**src/rtl/ex_stage_m.sv**
```systemverilog
// Execute stage with RV32M support.
// Holds the forwarding muxes, the single-cycle ALU and branch compare, and an
// iterative multiply/divide engine. The engine stalls upstream while it runs.
// The stage drives the EX/MEM pipeline register directly.
module ex_stage_m #(
  parameter int XLEN   = 32,
  parameter int REG_AW = 5,
  parameter int HAS_M  = 1
) (
  input  logic              clk,
  input  logic              rst,
  input  logic              in_valid_i,
  input  logic              flush_i,
  input  logic [XLEN-1:0]   pc_i,
  input  logic [XLEN-1:0]   d1_i,
  input  logic [XLEN-1:0]   d2_i,
  input  logic [XLEN-1:0]   imm_i,
  input  logic [REG_AW-1:0] r1_i,
  input  logic [REG_AW-1:0] r2_i,
  input  logic [REG_AW-1:0] rd_i,
  input  logic [2:0]        ex_f3_i,
  input  logic [6:0]        ex_f7_i,
  input  logic              ex_imm_sel_i,
  input  logic              ex_pc_sel_i,
  input  logic              ex_jmp_i,
  input  logic              ex_br_i,
  input  logic              ex_muldiv_i,
  input  logic [REG_AW-1:0] exmem_rd_i,
  input  logic [XLEN-1:0]   exmem_alu_i,
  input  logic              exmem_wb_reg_wr_i,
  input  logic [REG_AW-1:0] memwb_rd_i,
  input  logic [XLEN-1:0]   memwb_wdata_i,
  input  logic              memwb_wb_reg_wr_i,
  output logic              stall_o,
  output logic              out_valid_o,
  output logic [XLEN-1:0]   alu_o,
  output logic [XLEN-1:0]   wdata_o,
  output logic [REG_AW-1:0] rd_o,
  output logic              br_jmp_en_o
);

  localparam int SHW = $clog2(XLEN);
  localparam int CW  = $clog2(XLEN + 1);

  typedef enum logic [1:0] {
    S_IDLE = 2'd0,
    S_CALC = 2'd1,
    S_DONE = 2'd2
  } m_state_t;

  m_state_t          state;
  logic [CW-1:0]     count;
  logic [XLEN-1:0]   hi_r;
  logic [XLEN-1:0]   lo_r;
  logic [XLEN-1:0]   b_r;
  logic [2:0]        f3_r;
  logic [REG_AW-1:0] rd_r;
  logic              neg_q_r;
  logic              neg_r_r;
  logic              div0_r;

  logic [XLEN-1:0]   fwd1;
  logic [XLEN-1:0]   fwd2;
  logic [XLEN-1:0]   op1;
  logic [XLEN-1:0]   op2;
  logic [SHW-1:0]    shamt;
  logic [XLEN-1:0]   alu_res;
  logic              br_taken;
  logic              stall;
  logic              signed_a;
  logic              signed_b;
  logic              a_neg;
  logic              b_neg;
  logic [XLEN-1:0]   a_mag;
  logic [XLEN-1:0]   b_mag;
  logic [XLEN:0]     mul_sum;
  logic [XLEN:0]     rem_sh;
  logic              div_ge;
  logic [XLEN-1:0]   div_diff;
  logic [2*XLEN-1:0] prod;
  logic [2*XLEN-1:0] prod_s;
  logic [XLEN-1:0]   m_result;

  // Operand forwarding: EX/MEM has priority over MEM/WB; x0 never forwards.
  always_comb begin
    fwd1 = d1_i;
    if (exmem_wb_reg_wr_i && (exmem_rd_i != '0) && (exmem_rd_i == r1_i)) begin
      fwd1 = exmem_alu_i;
    end else if (memwb_wb_reg_wr_i && (memwb_rd_i != '0) && (memwb_rd_i == r1_i)) begin
      fwd1 = memwb_wdata_i;
    end else begin
      fwd1 = d1_i;
    end
    fwd2 = d2_i;
    if (exmem_wb_reg_wr_i && (exmem_rd_i != '0) && (exmem_rd_i == r2_i)) begin
      fwd2 = exmem_alu_i;
    end else if (memwb_wb_reg_wr_i && (memwb_rd_i != '0) && (memwb_rd_i == r2_i)) begin
      fwd2 = memwb_wdata_i;
    end else begin
      fwd2 = d2_i;
    end
  end

  assign op1   = ex_pc_sel_i  ? pc_i  : fwd1;
  assign op2   = ex_imm_sel_i ? imm_i : fwd2;
  assign shamt = op2[SHW-1:0];

  // Single-cycle ALU; jumps and branches always compute op1 + op2 as the target.
  always_comb begin
    alu_res = '0;
    if (ex_jmp_i || ex_br_i) begin
      alu_res = op1 + op2;
    end else begin
      case (ex_f3_i)
        3'b000:  alu_res = ((ex_f7_i == 7'b0100000) && !ex_imm_sel_i) ? (op1 - op2) : (op1 + op2);
        3'b001:  alu_res = op1 << shamt;
        3'b010:  alu_res = {{(XLEN-1){1'b0}}, ($signed(op1) < $signed(op2))};
        3'b011:  alu_res = {{(XLEN-1){1'b0}}, (op1 < op2)};
        3'b100:  alu_res = op1 ^ op2;
        3'b101:  alu_res = (ex_f7_i == 7'b0100000) ? $unsigned($signed(op1) >>> shamt) : (op1 >> shamt);
        3'b110:  alu_res = op1 | op2;
        3'b111:  alu_res = op1 & op2;
        default: alu_res = '0;
      endcase
    end
  end

  // Branch condition evaluated on the forwarded register operands.
  always_comb begin
    br_taken = 1'b0;
    case (ex_f3_i)
      3'b000:  br_taken = (fwd1 == fwd2);
      3'b001:  br_taken = (fwd1 != fwd2);
      3'b100:  br_taken = ($signed(fwd1) < $signed(fwd2));
      3'b101:  br_taken = ($signed(fwd1) >= $signed(fwd2));
      3'b110:  br_taken = (fwd1 < fwd2);
      3'b111:  br_taken = (fwd1 >= fwd2);
      default: br_taken = 1'b0;
    endcase
  end

  // Stall while an M op is being accepted or iterating; flush and reset release it at once.
  always_comb begin
    stall = 1'b0;
    if ((HAS_M != 0) && !rst && !flush_i) begin
      stall = (state == S_CALC) || ((state == S_IDLE) && in_valid_i && ex_muldiv_i);
    end else begin
      stall = 1'b0;
    end
  end

  assign stall_o = stall;

  // Operand preparation: the engine works on magnitudes and fixes signs at the end.
  always_comb begin
    signed_a = !((ex_f3_i == 3'b011) || (ex_f3_i == 3'b101) || (ex_f3_i == 3'b111));
    signed_b = signed_a && (ex_f3_i != 3'b010);
    a_neg    = signed_a && fwd1[XLEN-1];
    b_neg    = signed_b && fwd2[XLEN-1];
    a_mag    = a_neg ? (~fwd1 + 1'b1) : fwd1;
    b_mag    = b_neg ? (~fwd2 + 1'b1) : fwd2;
  end

  // One iteration of shift-add multiply and restoring divide on the latched state.
  always_comb begin
    mul_sum  = {1'b0, hi_r} + (lo_r[0] ? {1'b0, b_r} : {(XLEN+1){1'b0}});
    rem_sh   = {hi_r, lo_r[XLEN-1]};
    div_ge   = (rem_sh >= {1'b0, b_r});
    div_diff = rem_sh[XLEN-1:0] - b_r;
  end

  // Final M result: apply sign corrections and the divide-by-zero quotient.
  always_comb begin
    prod     = {hi_r, lo_r};
    prod_s   = neg_q_r ? (~prod + 1'b1) : prod;
    m_result = '0;
    case (f3_r)
      3'b000:  m_result = prod_s[XLEN-1:0];
      3'b001:  m_result = prod_s[2*XLEN-1:XLEN];
      3'b010:  m_result = prod_s[2*XLEN-1:XLEN];
      3'b011:  m_result = prod_s[2*XLEN-1:XLEN];
      3'b100:  m_result = div0_r ? {XLEN{1'b1}} : (neg_q_r ? (~lo_r + 1'b1) : lo_r);
      3'b101:  m_result = div0_r ? {XLEN{1'b1}} : lo_r;
      3'b110:  m_result = neg_r_r ? (~hi_r + 1'b1) : hi_r;
      3'b111:  m_result = hi_r;
      default: m_result = '0;
    endcase
  end

  // Multiply/divide sequencer: latch operands, run XLEN steps, then hand off the result.
  always_ff @(posedge clk) begin
    if (rst) begin
      state   <= S_IDLE;
      count   <= '0;
      hi_r    <= '0;
      lo_r    <= '0;
      b_r     <= '0;
      f3_r    <= 3'b000;
      rd_r    <= '0;
      neg_q_r <= 1'b0;
      neg_r_r <= 1'b0;
      div0_r  <= 1'b0;
    end else if (flush_i) begin
      state <= S_IDLE;
      count <= '0;
    end else begin
      case (state)
        S_IDLE: begin
          if (stall) begin
            state   <= S_CALC;
            count   <= CW'(XLEN);
            hi_r    <= '0;
            lo_r    <= a_mag;
            b_r     <= b_mag;
            f3_r    <= ex_f3_i;
            rd_r    <= rd_i;
            neg_q_r <= a_neg ^ b_neg;
            neg_r_r <= a_neg;
            div0_r  <= (fwd2 == '0);
          end
        end
        S_CALC: begin
          count <= count - 1'b1;
          if (f3_r[2]) begin
            hi_r <= div_ge ? div_diff : rem_sh[XLEN-1:0];
            lo_r <= {lo_r[XLEN-2:0], div_ge};
          end else begin
            hi_r <= mul_sum[XLEN:1];
            lo_r <= {mul_sum[0], lo_r[XLEN-1:1]};
          end
          if (count == CW'(1)) begin
            state <= S_DONE;
          end
        end
        S_DONE:  state <= S_IDLE;
        default: state <= S_IDLE;
      endcase
    end
  end

  // EX/MEM pipeline register: bubble while stalled, M result in the hand-off cycle.
  always_ff @(posedge clk) begin
    if (rst) begin
      out_valid_o <= 1'b0;
      alu_o       <= '0;
      wdata_o     <= '0;
      rd_o        <= '0;
      br_jmp_en_o <= 1'b0;
    end else if (stall) begin
      out_valid_o <= 1'b0;
      br_jmp_en_o <= 1'b0;
    end else if (state == S_DONE) begin
      out_valid_o <= in_valid_i && !flush_i;
      alu_o       <= m_result;
      wdata_o     <= fwd2;
      rd_o        <= rd_r;
      br_jmp_en_o <= 1'b0;
    end else begin
      out_valid_o <= in_valid_i && !flush_i;
      alu_o       <= alu_res;
      wdata_o     <= fwd2;
      rd_o        <= rd_i;
      br_jmp_en_o <= in_valid_i && !flush_i && (ex_jmp_i || (ex_br_i && br_taken));
    end
  end

endmodule

```
**config.mk**
```make
export PLATFORM = sky130hd
export DESIGN_NAME = ex_stage_m
export DESIGN_NICKNAME = d
export VERILOG_FILES = /design/src/rtl/ex_stage_m.sv
export SDC_FILE = /design/constraint.sdc
export NUM_CORES = 2
export LEC_CHECK = 0
export CORE_ASPECT_RATIO = 1.25
export CORE_MARGIN = 3
export CORE_UTILIZATION = 45
export CTS_CLUSTER_SIZE = 24
export DETAILED_ROUTE_END_ITERATION = 8
export GPL_TIMING_DRIVEN = 0
export PLACE_DENSITY_LB_ADDON = 0.3
export SETUP_SLACK_MARGIN = 0.3
export SLEW_MARGIN = 10
export SYNTH_ARGS = -nofsm -noshare
export SYNTH_HDL_FRONTEND = slang
export SYNTH_SLANG_ARGS = --single-unit
```
**constraint.sdc**
```tcl
create_clock -name clk -period 16.1 [get_ports clk]
set_input_delay 3.22 -clock clk [delete_from_list [all_inputs] [get_ports clk]]
set_output_delay 3.22 -clock clk [all_outputs]
set_load 0.02 [all_outputs]
```
==> key figures <==
Clocking
  • CTS tree: done
  • Postcts setup bufs: 0
  • Clk root buf: clkbuf_16
  • Clk_lat worst skew: 0.47 ns
  • Inserted Clock Buffers: 17
  • Clock Sinks: 186
  • CTS resizes: 0
  • Maximum clock insertion buffer count: 2
  • H-tree Lvls: 4
  • Worst-path clk slew: 0.09 ns
  • Cts hold-fix bufs: 0

Route
  • DRT Pass-1 Iters: 8
  • DRC violations left: 0
  • Routed wl met3: 19310 µm
  • Wire length per cell: 32.29 µm
  • Via Count: 35780
  • DR vias/cell: 6.841
  • Final wirelength: 168900 µm
  • Met2 wire len: 73700 µm
  • Antenna viol nets, final: 0
  • Max layer used: met5
  • Met1 WL: 57380 µm
  • Drt initial violations: 4736

Place
  • Final HPWL DP: 136900 µm
  • I/O Buffers: 307
  • Post-DP Area: 32000 µm²
  • Placer Congestion: 1.121

Timing
  • Setup tns final: 0 ns
  • Final setup fails: 0
  • Worst Max-Slew Pin Slew: 1.521 ns
  • Setup Skew: 0.02437 ns
  • Worst Hold Slack: 0.4589 ns
  • Final Max Tran Viols: 7
  • Unrepaired setup endpoints after global routing: no
  • Max Clock Freq: 80.05 MHz
  • Relative slew slack: -1.843%
  • Final min period: 12.49 ns
  • Count of final hold-check violations: 0
  • Final period util: 77.59%

Final layout
  • Area added between synthesis and finish: 17.20%
  • Final nets: 4821
  • Final instance area: 32650 µm²
  • Share of layout cells above drive strength 1: 4.367%

Die
  • Die width: 228.6 µm
  • Io pins: 310
  • Core ar.: 61040 µm²
  • Initial Utilization: 45.65%
  • Overall die height: 284.2 µm
  • Die Footprint: 64950 µm²
  • Site Rows: 101

Setup path
  • WS Path Type: input pin to flip-flop
  • Startpoint class of the critical path: input pin
  • Arr. time, crit path: 12.78 ns
  • Reg2Reg Depth: 12
  • Worst-path maximum fanout: 11
  • Worst endpoint required time: 16.39 ns
  • CP Capture Type: flip-flop

Job
  • Max Cap Viol: 1

Yosys
  • Cell taking the most area after synthesis: dfxtp_1
  • Post-synthesis sequential area ratio: 13.36%
  • Flops & latches, synth: 186
  • Area contributors post-synth: dfxtp_1 (13%), ha_1 (8.8%), o21ai_0 (7.3%)
  • Post-Syn Area: 27860 µm²
  • Syn_nets: 4493
  • Synth cell types: 100
  • Number of flops mapped to enable cells by yosys: 0
  • Most used flip-flop cell after synthesis: dfxtp_1
  • Cells after Synth: 4056
  • Post-Syn Area per Cell: 6.869 µm²
  • Synth Warn #: 0
  • Synth top area share: 13.36%
  • Commonest cells post-synth: nand2_1 (450), o21ai_0 (409), a21oi_1 (386)
  • Top-count cell post-synth: nand2_1
  • Ys async rst share: 0%

Power and ir drop
  • Design Power: 2.167 mW
  • Power density over the cells: 66.37 nW/µm²
  • P_leak: 12.58 nW
  • VDD IR max: 0.00005211 V

Min path
  • Hold Path Class: flip-flop to flip-flop
  • Hold path depth: 2

Global route
  • Total GRT Usage: 49.63%
  • Largest net degree at the start of global routing: 22
  • Grt ovf: 0
  • Initial antenna violation count: 9
  • First-pass GRT wire length: 238700 µm
  • Number of global-route vias before repair: 33820

Status
  • Failing checks: capacitance limit, slew limit
  • Status: finished, violations left
sequential cells by signal, summed over array words and instances (netlist names):
register     count
alu_o           32
b_r             32
br_jmp_en_o      1
count            6
div0_r           1
f3_r             3
hi_r            32
lo_r            32
neg_q_r          1
neg_r_r          1
out_valid_o      1
rd_o             5
rd_r             5
state            2
wdata_o         32
report_power, final:
group,internal (mW),switching [mW]
clock,0.213,0.241
sequential,0.488,0.0233
combinational,0.402,0.799
total,1.10,1.06
metrics by stage:
step | instances | setup slack, ns | utilization (%)
after global placement | 5187 | 3.815 | 52.37
after floorplan | 4056 | 7.337 | -
after CTS | 5220 | 4.251 | 53.42
final | 5230 | 3.608 | 53.50
after detailed placement | 5188 | 3.811 | 52.42
after global routing | 5224 | 3.682 | 53.47
cell type report:
class                           count  area, µm²
Sequential cell                   186       3724
Multi-Input combinational cell   3336      22100
Clock inverter                     15      185.2
Antenna cell                        9      22.52
Inverter                          213      802.0
Fill cell                        6230      28380
Timing Repair Buffer              309       3092
Buffer                            321       1269
Tap cell                          824       1031
Clock buffer                       17      425.4
final timing paths:
path	from	to	slack (ns)
setup / recovery	exmem_rd_i[1]	alu_o[30]	3.61
hold / removal	wdata_o[8]	wdata_o[8]	0.46
setup reg to reg	lo_r[25]	alu_o[5]	10.83
hold reg to reg	wdata_o[8]	wdata_o[8]	0.46
metal layers:
metal  global-route usage [%]  vias to the layer above
met3                    14.07                      867
met4                    43.21                        4
met2                    78.27                     2806
li1                         -                    15430
met1                    54.74                    16670
met5                        0                        -
cells in the final DEF (no fill, tap or decap), types with 44 or more instances in the layout:
| cell | n |
|---|---|
| nand2_1 | 450 |
| clkbuf_1 | 265 |
| xor2_1 | 83 |
| xnor2_1 | 157 |
| nor2_1 | 340 |
| nor3_1 | 99 |
| a21oi_1 | 385 |
| or3_1 | 44 |
| a211oi_1 | 63 |
| dfxtp_1 | 186 |
| ha_1 | 195 |
| o21ai_0 | 406 |
| a21o_1 | 68 |
| nand3_1 | 65 |
| inv_1 | 206 |
| mux2i_1 | 177 |
| clkdlybuf4s50_1 | 307 |
| a31oi_1 | 63 |
logic make-up after synthesis:
family | after synthesis | share of synthesized area (%)
AND/OR/NAND/NOR | 1249 | 20.65
AO/OA/AOI/OAI | 1415 | 31.92
multiplexers | 233 | 10.04
buffers and inverters | 534 | 7.432
adder cells (fa/ha/maj) | 199 | 9.044
XOR/XNOR | 240 | 7.544
flip-flops | 186 | 13.36
worst max-delay path: stages:
cell and delay (ns):
clkdlybuf4s50_1 0.46, or4_1 0.60, o211ai_2 0.40, or2_2 0.23, a31oi_1 0.27, mux2i_1 1.08
clkbuf_1 0.69, clkbuf_1 0.65, clkbuf_1 0.61, ha_1 0.35, clkbuf_1 0.22, nor2b_1 0.21
o31ai_1 0.41, a31oi_1 0.24, o41a_1 0.52, o41ai_1 0.78, a31o_2 0.27, a31o_2 0.21
nand4_1 0.12, and3_1 0.23, o21ai_0 0.81, a21oi_1 0.16
No activity file was read; power rests on OpenSTA's default activity.
